$ cat src/rtl/access_pkg.sv
// Shared types and helpers for the access lockout controller.
// popcount_even zero-extends narrower keys; padding zeros do not change parity.
package access_pkg;

  typedef enum logic [2:0] {
    ST_IDLE,
    ST_CHECK,
    ST_GRANT,
    ST_DENY,
    ST_LOCKED
  } access_state_t;

  // Widest key the parity helper handles.
  localparam int KEY_PAD_W = 64;

  function automatic logic popcount_even(input logic [KEY_PAD_W-1:0] key);
    return ~^key;
  endfunction

endpackage

$ cat src/rtl/key_parity_chk.sv
// Combinational key checker: passes a non-zero key with even population count.
// Zero latency, no flow control; KEY_W must not exceed access_pkg::KEY_PAD_W.
module key_parity_chk
  import access_pkg::*;
#(
  parameter int KEY_W = 8
) (
  input  logic [KEY_W-1:0] key_i,
  output logic             pass_o
);

  assign pass_o = (|key_i) && popcount_even(KEY_PAD_W'(key_i));

endmodule

$ cat src/rtl/access_lockout_ctrl.sv
// Key-check access controller with retry limit and timed lockout; outcome 2 cycles after accept.
// key_ready only in IDLE (no queueing); optional fail_total counter under ACCESS_FAIL_CNT_EN.
module access_lockout_ctrl
  import access_pkg::*;
#(
  parameter int KEY_W        = 8,
  parameter int MAX_TRIES    = 3,
  parameter int GRANT_CYCLES = 4,
  parameter int LOCK_CYCLES  = 16
) (
  input  logic                           clk,
  input  logic                           rst,
  input  logic [KEY_W-1:0]               key,
  input  logic                           key_valid,
  output logic                           key_ready,
  input  logic                           lock_clr,
  output logic                           access_granted,
  output logic                           access_denied,
  output logic                           locked,
`ifdef ACCESS_FAIL_CNT_EN
  output logic [15:0]                    fail_total,
`endif
  output logic [$clog2(MAX_TRIES+1)-1:0] try_count
);

  localparam int TMAX = (GRANT_CYCLES > LOCK_CYCLES) ? GRANT_CYCLES : LOCK_CYCLES;
  localparam int TW   = $clog2(TMAX + 1);
  localparam int CW   = $clog2(MAX_TRIES + 1);

  localparam logic [TW-1:0] GRANT_LD  = TW'(GRANT_CYCLES);
  localparam logic [TW-1:0] LOCK_LD   = TW'(LOCK_CYCLES);
  localparam logic [CW-1:0] TRIES_MAX = CW'(MAX_TRIES);
  localparam logic [CW-1:0] TRIES_PRE = CW'(MAX_TRIES - 1);

  access_state_t    state_q, state_d;
  logic [TW-1:0]    timer_q, timer_d;
  logic [CW-1:0]    try_q, try_d;
  logic [KEY_W-1:0] key_q, key_d;
  logic             key_pass;

  key_parity_chk #(
    .KEY_W (KEY_W)
  ) u_chk (
    .key_i  (key_q),
    .pass_o (key_pass)
  );

  always_ff @(posedge clk or posedge rst) begin
    if (rst) begin
      state_q <= ST_IDLE;
      timer_q <= '0;
      try_q   <= '0;
      key_q   <= '0;
    end else begin
      state_q <= state_d;
      timer_q <= timer_d;
      try_q   <= try_d;
      key_q   <= key_d;
    end
  end

  always_comb begin
    state_d = state_q;
    timer_d = timer_q;
    try_d   = try_q;
    key_d   = key_q;
    case (state_q)
      ST_IDLE: begin
        if (key_valid) begin
          key_d   = key;
          state_d = ST_CHECK;
        end
      end
      ST_CHECK: begin
        if (key_pass) begin
          state_d = ST_GRANT;
          timer_d = GRANT_LD;
          try_d   = '0;
        end else if (try_q < TRIES_PRE) begin
          state_d = ST_DENY;
          try_d   = try_q + CW'(1);
        end else begin
          // Final allowed failure locks out silently, without a deny pulse.
          state_d = ST_LOCKED;
          timer_d = LOCK_LD;
          try_d   = TRIES_MAX;
        end
      end
      ST_GRANT: begin
        if (timer_q <= TW'(1)) begin
          state_d = ST_IDLE;
          timer_d = '0;
        end else begin
          timer_d = timer_q - TW'(1);
        end
      end
      ST_DENY: begin
        state_d = ST_IDLE;
      end
      ST_LOCKED: begin
        if (lock_clr || timer_q <= TW'(1)) begin
          state_d = ST_IDLE;
          timer_d = '0;
          try_d   = '0;
        end else begin
          timer_d = timer_q - TW'(1);
        end
      end
      default: begin
        state_d = ST_IDLE;
        timer_d = '0;
        try_d   = '0;
      end
    endcase
  end

  assign key_ready      = (state_q == ST_IDLE);
  assign access_granted = (state_q == ST_GRANT);
  assign access_denied  = (state_q == ST_DENY);
  assign locked         = (state_q == ST_LOCKED);
  assign try_count      = try_q;

`ifdef ACCESS_FAIL_CNT_EN
  logic [15:0] fail_q, fail_d;

  assign fail_d = (state_q == ST_CHECK && !key_pass && fail_q != 16'hFFFF)
                ? fail_q + 16'd1 : fail_q;

  always_ff @(posedge clk or posedge rst) begin
    if (rst) begin
      fail_q <= '0;
    end else begin
      fail_q <= fail_d;
    end
  end

  assign fail_total = fail_q;
`endif

endmodule

$ cat config.mk
export PLATFORM = sky130hd
export DESIGN_NAME = access_lockout_ctrl
export DESIGN_NICKNAME = d
export VERILOG_FILES = /design/src/rtl/access_pkg.sv /design/src/rtl/key_parity_chk.sv /design/src/rtl/access_lockout_ctrl.sv
export SDC_FILE = /design/constraint.sdc
export NUM_CORES = 1
export LEC_CHECK = 0
export ABC_AREA = 0
export ABC_CLOCK_PERIOD_IN_PS = 2400
export CELL_PAD_IN_SITES_DETAIL_PLACEMENT = 1
export CELL_PAD_IN_SITES_GLOBAL_PLACEMENT = 1
export CORE_ASPECT_RATIO = 0.9
export CORE_UTILIZATION = 38
export DETAILED_ROUTE_END_ITERATION = 6
export GPL_TIMING_DRIVEN = 1
export HOLD_SLACK_MARGIN = 0.06
export PLACE_DENSITY_LB_ADDON = 0.1
export SYNTH_ARGS = -nofsm -noshare
export SYNTH_HDL_FRONTEND = slang
export SYNTH_SLANG_ARGS = --single-unit
$ cat constraint.sdc
create_clock -name clk -period 2.4 [get_ports clk]
set_input_delay 0.36 -clock clk [delete_from_list [all_inputs] [get_ports clk]]
set_output_delay 0.36 -clock clk [all_outputs]
set_load 0.02 [all_outputs]
==> metrics.md <==
| Metric | Value |
|---|---|
| Outcome | finished clean |
| Worst-Skew Late Latency | 0.30 ns |
| Drt pass-1 iters | 3 |
| Die width | 56.6 um |
| Simple-gate share of the synthesized area | 20.0% |
| Core box area | 2490 um^2 |
| Synth Warn # | 0 |
| Gr usage total | 17.5% |
| Max Cap Viol | 0 |
| Clk slew on worst S/H paths | 0.11 ns |
| First-pass GRT wire length | 3.80 mm |
| Area leader, netlist | dfrtp_1 |
| Mapped Cells | 111 |
| Met2 WL | 1.04 mm |
| Fin Setup TNS | 0 ns |
| Setup CP Type | reg -> out |
| Sequential Area | 450 um^2 |
| Synth cell types | 31 |
| Initial Util | 41.0% |
| CTS tree | built |
| Syn avg cell area | 9.20 um^2 |
| Residual DRC count | 0 |
| Post_cts resized | 0 |
| Longest Clk Path Bufs | 2 |
| Yosys reg bits | 18 |
| VDD IR-drop max | 0.682 mV |
| Netlist Area Pre-Place | 1020 um^2 |
| Root buffer cell | clkbuf_4 |
| Post-synth net total | 129 |
| Skew final | 0.00336 ns |
| Overflow after GRT | 0 |
| Buffers on Ports | 17 |
| TritonCTS Buffers | 3 |
| ANT nets after route | 0 |
| DRT iter0 DRCs | 10 |
| Hold_buf cts | 0 |
| Share of the synthesized area in the top cell type | 44.1% |
| DIE AREA | 2900 um^2 |
| Top sig layer | met4 |
| NumNets Final | 147 |
| Post-synthesis adder-cell area fraction | 7.35% |
| Final period util | 88.8% |
| Final Hold Slack | 0.470 ns |
| Metal1 wirelength | 996 um |
| Worst path arrival time | 1.77 ns |
| Gpl congestion | 0.817 |
| Fin. max-slew vios | 0 |
| Met3 wire len | 68 um |
| Crit end category | output port |
| Syn-to-layout area delta | 21.7% |
| Multiplexer share of the synthesized area | 1.96% |
| Pin count of the biggest net entering global routing | 19 |
| Die Ht | 51.2 um |
| RSZ-0062 raised after global routing | false |
| Main area contributors after synthesis | dfrtp_1 44%, ha_1 7.4%, nand2_1 6.3%, inv_1 4.4%, o21ai_1 2.9% |
| Final setup fails | 0 |
| Xor and xnor area share after synthesis | 2.57% |
| Pleak | 0.572 nW |
| Sequential-to-total area share from yosys stat | 44.1% |
| Post CTS Setup Buffer Count | 0 |
| Via count | 823 |
| Max Clock Freq | 0.469 GHz |
| CP Launch Type | register |
| # rows | 17 |
| Clock sinks | 18 |
| Layout cells sized above 1 | 5.47% |
| Antenna violations before repair | 0 |
| Routed WL per cell | 13.5 um |
| Vias in the first global route | 857 |
| Final min period | 2.13 ns |
| Worst slew pin tran | 0.706 ns |
| Slew headroom | 52.9% |
| Post-route insts no fill | 156 |
| Tot Pwr | 1.99 mW |
| Main combinational cell family by area after synthesis | simple AND/OR/NAND/NOR gates |
| Boundary Pins | 18 |
| Fin util | 49.9% |
| Worst path required time | 2.04 ns |
| Inst Count DP | 152 |
| Class of the worst hold path | in -> async |
| Total wire length | 2.11 mm |
| Power Density | 1600 nW/um^2 |
| Synth Area in Compound Gates | 17.6% |
| Via-to-Cell Ratio | 5.28 |
| Antenna diodes | 0 |
| Final hold viol count | 0 |
| Crit Path Max Fanout | 11 |
| Post-DP HPWL | 1.69 mm |
| H-tree levels | 1 |
| Fillcell total | 313 |
| Area of the multi-input gates | 505 um^2 |
[per-layer routing]
layer / track usage [%] / vias up
met5: 0 / -
met4: 7.32 / 0
met3: 2.28 / 2
met2: 29.0 / 12
met1: 23.0 / 392
li1: - / 417
[stage by stage]
| stage | area (um^2) | setup slack, ns |
|---|---|---|
| floorplan | 1020 | 0.633 |
| global placement | 1210 | 0.566 |
| detailed placement | 1210 | 0.477 |
| CTS | 1240 | 0.249 |
| global route | 1240 | 0.157 |
| finish | 1240 | 0.270 |
[state kept, by name, summed over array words and instances, names as in the netlist]
signal / count
key_q: 8
timer_q: 5
state_q: 3
try_count: 2
[cell type report]
type	count	share of cell area, %
Clock buffer	4	2.92
Sequential cell	18	36.3
Tap cell	28	2.82
Multi-Input combinational cell	77	40.7
Inverter	12	3.63
Timing Repair Buffer	17	13.7
[synthesized netlist by cell type]
cell type	number
o21bai_1	1
nor3b_1	3
a22o_1	3
nand2b_1	2
a2bb2oi_1	1
xor2_1	1
and4_1	1
mux2i_1	2
nor3_4	1
buf_2	4
inv_1	12
o22ai_1	4
dfrtp_1	18
a211o_1	2
ha_1	6
nor2_1	5
nor3_1	4
o21ai_1	6
a21o_1	1
and2_1	1
or2_1	2
o31ai_1	1
and2_4	1
or4_1	1
nor2b_1	1
o2bb2ai_1	1
a21oi_1	2
xnor2_1	2
nand2_1	17
o21ai_0	4
a32o_2	1
[final timing paths]
path / startpoint / endpoint / slack (ns) / cells past startpoint
max: state_q[2] / access_granted / 0.27 / 2
min: rst / key_q[1] / 0.47 / 2
max reg2reg: key_q[0] / timer_q[4] / 0.48 / 7
min reg2reg: key_q[3] / key_q[3] / 0.54 / 2
max in group asynchronous: rst / state_q[0] / 1.49 / 2
min in group clk: key_q[3] / key_q[3] / 0.54 / 2
[cells in the final DEF (no fill, tap or decap), drive strengths merged]
cell type / instances
dfrtp: 18
nand2: 17
clkdlybuf4s50: 17
inv: 12
o21ai: 10
ha: 6
nor2: 5
nor3: 5
o22ai: 4
clkbuf: 4
nor3b: 3
a22o: 3
nand2b: 2
xnor2: 2
or2: 2
a21oi: 2
mux2i: 2
a211o: 2
and2: 2
o21bai: 1
xor2: 1
and4: 1
a32o: 1
nor2b: 1
or4: 1
o31ai: 1
a21o: 1
a2bb2oi: 1
o2bb2ai: 1
[report_power, final]
part,internal (mW),total [mW],switching (mW)
Sequential,0.439,0.562,0.123
Combinational,0.562,1.23,0.667
Clock,0.0924,0.194,0.102
Total,1.09,1.99,0.892
[worst max-delay path, stage by stage, from the launching register on]
cell and delay, ns:
dfrtp_1 0.52, nor3b_1 0.30, clkdlybuf4s50_1 0.65
[logic make-up after synthesis]
| group | Yosys count |
|---|---|
| xor+xnor | 3 |
| simple gates | 39 |
| compound gates | 27 |
| mux | 2 |
| flops | 18 |
| fa+ha+maj | 6 |
| buf+inv | 16 |
Note: power is estimated with default switching activity, not from simulation.
